`src/rtl/demux_pkg.sv`:
```
`default_nettype none
// ============================================================================
//  Module      : demux_pkg
//  Description : Shared constants and slot state encoding for demux16_4.
//  Revision    : 1.0  initial release
// ============================================================================
package demux_pkg;

    localparam int CH_NUM = 4;
    localparam int SEL_W  = 2;
    localparam int CNT_W  = 8;

    typedef enum logic [0:0] {
        EMPTY = 1'b0,
        FULL  = 1'b1
    } slot_state_e;

endpackage : demux_pkg
`default_nettype wire

```
`src/rtl/demux_slot.sv`:
```
`default_nettype none
// ============================================================================
//  Module      : demux_slot
//  Description : Single-entry holding register for one demux output channel,
//                with an optional accepted-word counter (DEMUX_CNT_EN).
//  Revision    : 1.0  initial release
// ============================================================================
module demux_slot
    import demux_pkg::*;
#(
    parameter int WIDTH = 16
) (
    input  logic              clk,
    input  logic              rst_n,
    input  logic              clr,
    input  logic              wr,
    input  logic [WIDTH-1:0]  wdata,
    input  logic              rd,
    output logic              valid,
    output logic [WIDTH-1:0]  data,
    output logic [CNT_W-1:0]  cnt
);

    slot_state_e      r_state;
    slot_state_e      w_state_nxt;
    logic [WIDTH-1:0] r_data;

    always_ff @(posedge clk or negedge rst_n) begin
        if (!rst_n) begin
            r_state <= EMPTY;
        end else begin
            r_state <= w_state_nxt;
        end
    end

    // clr overrides both refill and drain
    always_comb begin
        w_state_nxt = r_state;
        case (r_state)
            EMPTY:   if (wr)        w_state_nxt = FULL;
            FULL:    if (rd && !wr) w_state_nxt = EMPTY;
            default:                w_state_nxt = EMPTY;
        endcase
        if (clr) begin
            w_state_nxt = EMPTY;
        end
    end

    always_ff @(posedge clk or negedge rst_n) begin
        if (!rst_n) begin
            r_data <= '0;
        end else if (wr && !clr) begin
            r_data <= wdata;
        end
    end

    assign valid = (r_state == FULL);
    assign data  = r_data;

`ifdef DEMUX_CNT_EN
    logic [CNT_W-1:0] r_cnt;

    always_ff @(posedge clk or negedge rst_n) begin
        if (!rst_n) begin
            r_cnt <= '0;
        end else if (clr) begin
            r_cnt <= '0;
        end else if (wr) begin
            r_cnt <= r_cnt + 1'b1;
        end
    end

    assign cnt = r_cnt;
`else
    assign cnt = '0;
`endif

endmodule : demux_slot
`default_nettype wire

```
`src/rtl/demux16_4.sv`:
```
`default_nettype none
// ============================================================================
//  Module      : demux16_4
//  Description : Registered 1-to-4 valid/ready demultiplexer with one holding
//                slot per channel. Optional per-channel counters: DEMUX_CNT_EN.
//  Revision    : 1.0  initial release
// ============================================================================
module demux16_4
    import demux_pkg::*;
#(
    parameter int WIDTH = 16
) (
    input  logic                    clk,
    input  logic                    rst_n,
    input  logic                    clr,
    input  logic [WIDTH-1:0]        in_data,
    input  logic [SEL_W-1:0]        in_sel,
    input  logic                    in_valid,
    output logic                    in_ready,
    output logic [CH_NUM*WIDTH-1:0] out_data,
    output logic [CH_NUM-1:0]       out_valid,
    input  logic [CH_NUM-1:0]       out_ready,
    output logic [CH_NUM*CNT_W-1:0] cnt
);

    logic [CH_NUM-1:0] w_valid;
    logic [CH_NUM-1:0] w_wr;
    logic              w_acc;

    // Only the addressed slot gates acceptance; in_valid never feeds in_ready
    assign in_ready = ~clr & (~w_valid[in_sel] | out_ready[in_sel]);
    assign w_acc    = in_valid & in_ready;

    genvar k;
    generate
        for (k = 0; k < CH_NUM; k++) begin : g_slot
            assign w_wr[k] = w_acc & (in_sel == SEL_W'(k));

            demux_slot #(
                .WIDTH (WIDTH)
            ) u_slot (
                .clk   (clk),
                .rst_n (rst_n),
                .clr   (clr),
                .wr    (w_wr[k]),
                .wdata (in_data),
                .rd    (out_ready[k]),
                .valid (w_valid[k]),
                .data  (out_data[k*WIDTH +: WIDTH]),
                .cnt   (cnt[k*CNT_W +: CNT_W])
            );
        end
    endgenerate

    assign out_valid = w_valid;

endmodule : demux16_4
`default_nettype wire

```
`config.mk`:
```
export PLATFORM = sky130hd
export DESIGN_NAME = demux16_4
export DESIGN_NICKNAME = d
export VERILOG_FILES = /design/src/rtl/demux_pkg.sv /design/src/rtl/demux_slot.sv /design/src/rtl/demux16_4.sv
export SDC_FILE = /design/constraint.sdc
export NUM_CORES = 1
export LEC_CHECK = 0
export BUFFER_PORTS_ARGS = -buffer_cell sky130_fd_sc_hd__buf_2
export CELL_PAD_IN_SITES_DETAIL_PLACEMENT = 0
export CELL_PAD_IN_SITES_GLOBAL_PLACEMENT = 1
export CORE_UTILIZATION = 37
export DETAILED_ROUTE_END_ITERATION = 10
export HOLD_SLACK_MARGIN = 0.02
export PLACE_DENSITY_LB_ADDON = 0.1
export SYNTH_ARGS = -nofsm -noshare
export SYNTH_HDL_FRONTEND = slang
export SYNTH_SLANG_ARGS = --single-unit
```
`constraint.sdc`:
```
create_clock -name clk -period 1.9 [get_ports clk]
set_input_delay 0.285 -clock clk [delete_from_list [all_inputs] [get_ports clk]]
set_output_delay 0.285 -clock clk [all_outputs]
set_load 0.005 [all_outputs]
```
==> key figures <==
Timing
  – Fin Setup TNS: 0 ps
  – Clock skew: between 6 and 7 ps
  – Slew Viols, Final: 0
  – Final Hold Viols: 0
  – Max Clock Freq: 636 MHz
  – Setup violators final: 0
  – Post-layout min period: 1570 ps
  – Fin crit share: 0.828
  – RSZ-0062 raised after global routing: no

Floorplanning
  – Core Rows: 32
  – Starting Density: 0.383
  – Chip height: 91.6 um
  – IO Pins: 127
  – Die Width: between 90 and 100 um
  – DIE AREA: 8400 um^2
  – Core Region: between 7000 and 8000 um^2

Pwr
  – Power Density: 1030 nW/um^2
  – Final Total Pwr: around 3700 uW
  – Leakage Power: 0.00180 uW
  – VDD IR-drop max: ~0.43 mV

Drt
  – Final wirelength: 5.94 mm
  – Drt wl/cell: 14.9 um
  – ANT nets after route: 0
  – Via Count: about 1800
  – Initial drt markers: 33
  – Post-route DRC: 0
  – DR pass1 iterations: 6
  – Via/cell ratio: 4.41

Placed design
  – Dpl cells: 386
  – IO Port Bufs: 94
  – Post-DP HPWL: roughly 4.2 mm
  – GP Congestion: 0.757

Critical path
  – Crit Path Class: register to primary output
  – Worst Setup End Kind: primary output
  – Arrival time at the worst endpoint: 1290 ps
  – Crit path required time: roughly 1600 ps
  – CP Launch Type: register
  – Worst-path fanout max: 3

Final layout
  – Layout cell share with drive strength beyond 1: 0.607
  – Fin nets: 322
  – Final cell utilization of the core: 0.464
  – Post-Layout Cell Count: 400
  – Synthesis-to-layout area growth: 21.3%
  – Antenna fix cells: 0

Synth
  – Syn Area/Cell: 15.1 um^2
  – Top cells by area, synth: dfrtp_1 57%, mux2_2 20%, buf_4 9.3%
  – Synth Instances: 197
  – Sequential element share of the synthesized area: 0.572
  – Number of synthesized flops with an enable pin: 0
  – Most numerous cell in the Yosys netlist: dfrtp_1
  – Leading area contributor after synthesis: dfrtp_1
  – Post-synth ARST share: 1.00
  – FF+latch count, synth: 68
  – Top FF cell, synth: dfrtp_1
  – Commonest cells in the synthesized netlist: 68 x dfrtp_1, 54 x mux2_2, 37 x buf_4, 10 x mux2_4, 5 x a21oi_1
  – Synth Cell Area: between 2000 and 3000 um^2
  – Share of the synthesized area in the top cell type: 0.572
  – Distinct cells, synth: 22
  – Syn. warnings: 0

Flow run
  – Max-Cap Viols: 0

Clocking
  – Resized Gates After CTS: 0
  – Clk pin slew, worst setup/hold paths: roughly 70 ps
  – Maximum clock insertion buffer count: 2
  – H-Tree Depth: 3
  – TritonCTS clock tree: done
  – Root buf cell: clkbuf_8
  – # clock sinks: 68
  – Clk_lat worst skew: 330 ps
  – TritonCTS buffer count: 9

GRT
  – Overall routing resource usage: 0.151
  – Vias in the first global route: 1658
  – Initial antenna violation count: 0
  – Grt total ovfl: 0
  – First-pass GRT wire length: 9.38 mm
  – Largest net degree at the start of global routing: 27

Status
  – Outcome: finished, final reports clean

Hold path
  – HP Class: input port to register
through the flow:
| step | instance area [um^2] | hold slack, ps | setup slack [ps] |
|---|---|---|---|
| 2_1_floorplan | 3090 | -10.6 | 452 |
| 3_3_place_gp | 3430 | 284 | 257 |
| 3_5_place_dp | 3430 | 282 | 211 |
| 4_1_cts | 3600 | 172 | 308 |
| 5_1_grt | 3600 | 192 | 173 |
| 6_report | 3600 | 193 | 327 |
cells in the final DEF, fill, tap and decap left out, types with 3 or more instances in the layout:
master,count
buf_4,3
mux2_2,54
a21oi_1,5
dfrtp_1,68
buf_12,3
clkbuf_8,11
mux2_4,10
buf_2,94
conb_1,32
nand2b_1,4
worst paths after layout:
path | from | endpoint | slack (ps) | cells after the start
worst max register to register | g_slot[2].u_slot.valid | g_slot[2].u_slot.data[15] | 430 | 4
worst min register to register | g_slot[0].u_slot.data[9] | g_slot[0].u_slot.data[9] | 500 | 1
max in group asynchronous | rst_n | g_slot[2].u_slot.data[14] | 930 | 3
worst min-delay path | clr | g_slot[2].u_slot.valid | 190 | 2
min in group asynchronous | rst_n | g_slot[0].u_slot.data[7] | 450 | 2
worst max-delay path | g_slot[0].u_slot.valid | in_ready | 330 | 4
worst max-delay path, stage by stage, from the launching register on:
cell and delay, ps:
dfrtp_1 340, nand2b_1 110, o311ai_0 310, a21oi_1 70
buf_2 140
layout make-up:
type / count / area [um^2]
inverters: 1 / 3.75
well taps: 102 / 128
multi-input cells: 115 / 1040
clock inverters: 2 / 12.5
repair buffers: 101 / 563
fillers: 736 / 4160
clock buffers: 11 / 151
flip-flops and latches: 68 / 1700
kinds of logic after synthesis:
logic type      after synthesis  synth area share
flops                        68             0.572
mux                          65             0.258
buf+inv                      45             0.115
simple gates                 12            0.0412
compound gates                6            0.0114
other cells                   1           0.00126
what timing repair did:
action | 4_1_cts | 5_1_grt
hold buffers | 1 | 0
buffers inserted | 0 | 0
endpoints found under the hold margin | 17 | 0
setup endpoints to repair | 0 | 0
state kept, by name (all words and copies together), names as in the netlist:
signal / count
g_slot.u_slot.data: 64
g_slot.u_slot.valid: 4
metal layers:
| layer | wire [um] | GRT usage | vias to the layer above |
|---|---|---|---|
| met3 | 379 | 0.0423 | 4 |
| li1 | - | - | 807 |
| met4 | 51 | 0.0635 | 0 |
| met5 | 0 | 0 | - |
| met1 | 2730 | 0.214 | 878 |
| met2 | 2780 | 0.217 | 74 |
report_power, final:
| part | internal (uW) | switching (uW) | total (uW) |
|---|---|---|---|
| Sequential | 1750 | 138 | 1890 |
| Combinational | 487 | 326 | 813 |
| Clock | 521 | 494 | 1010 |
No activity file was read; power rests on OpenSTA's default activity.
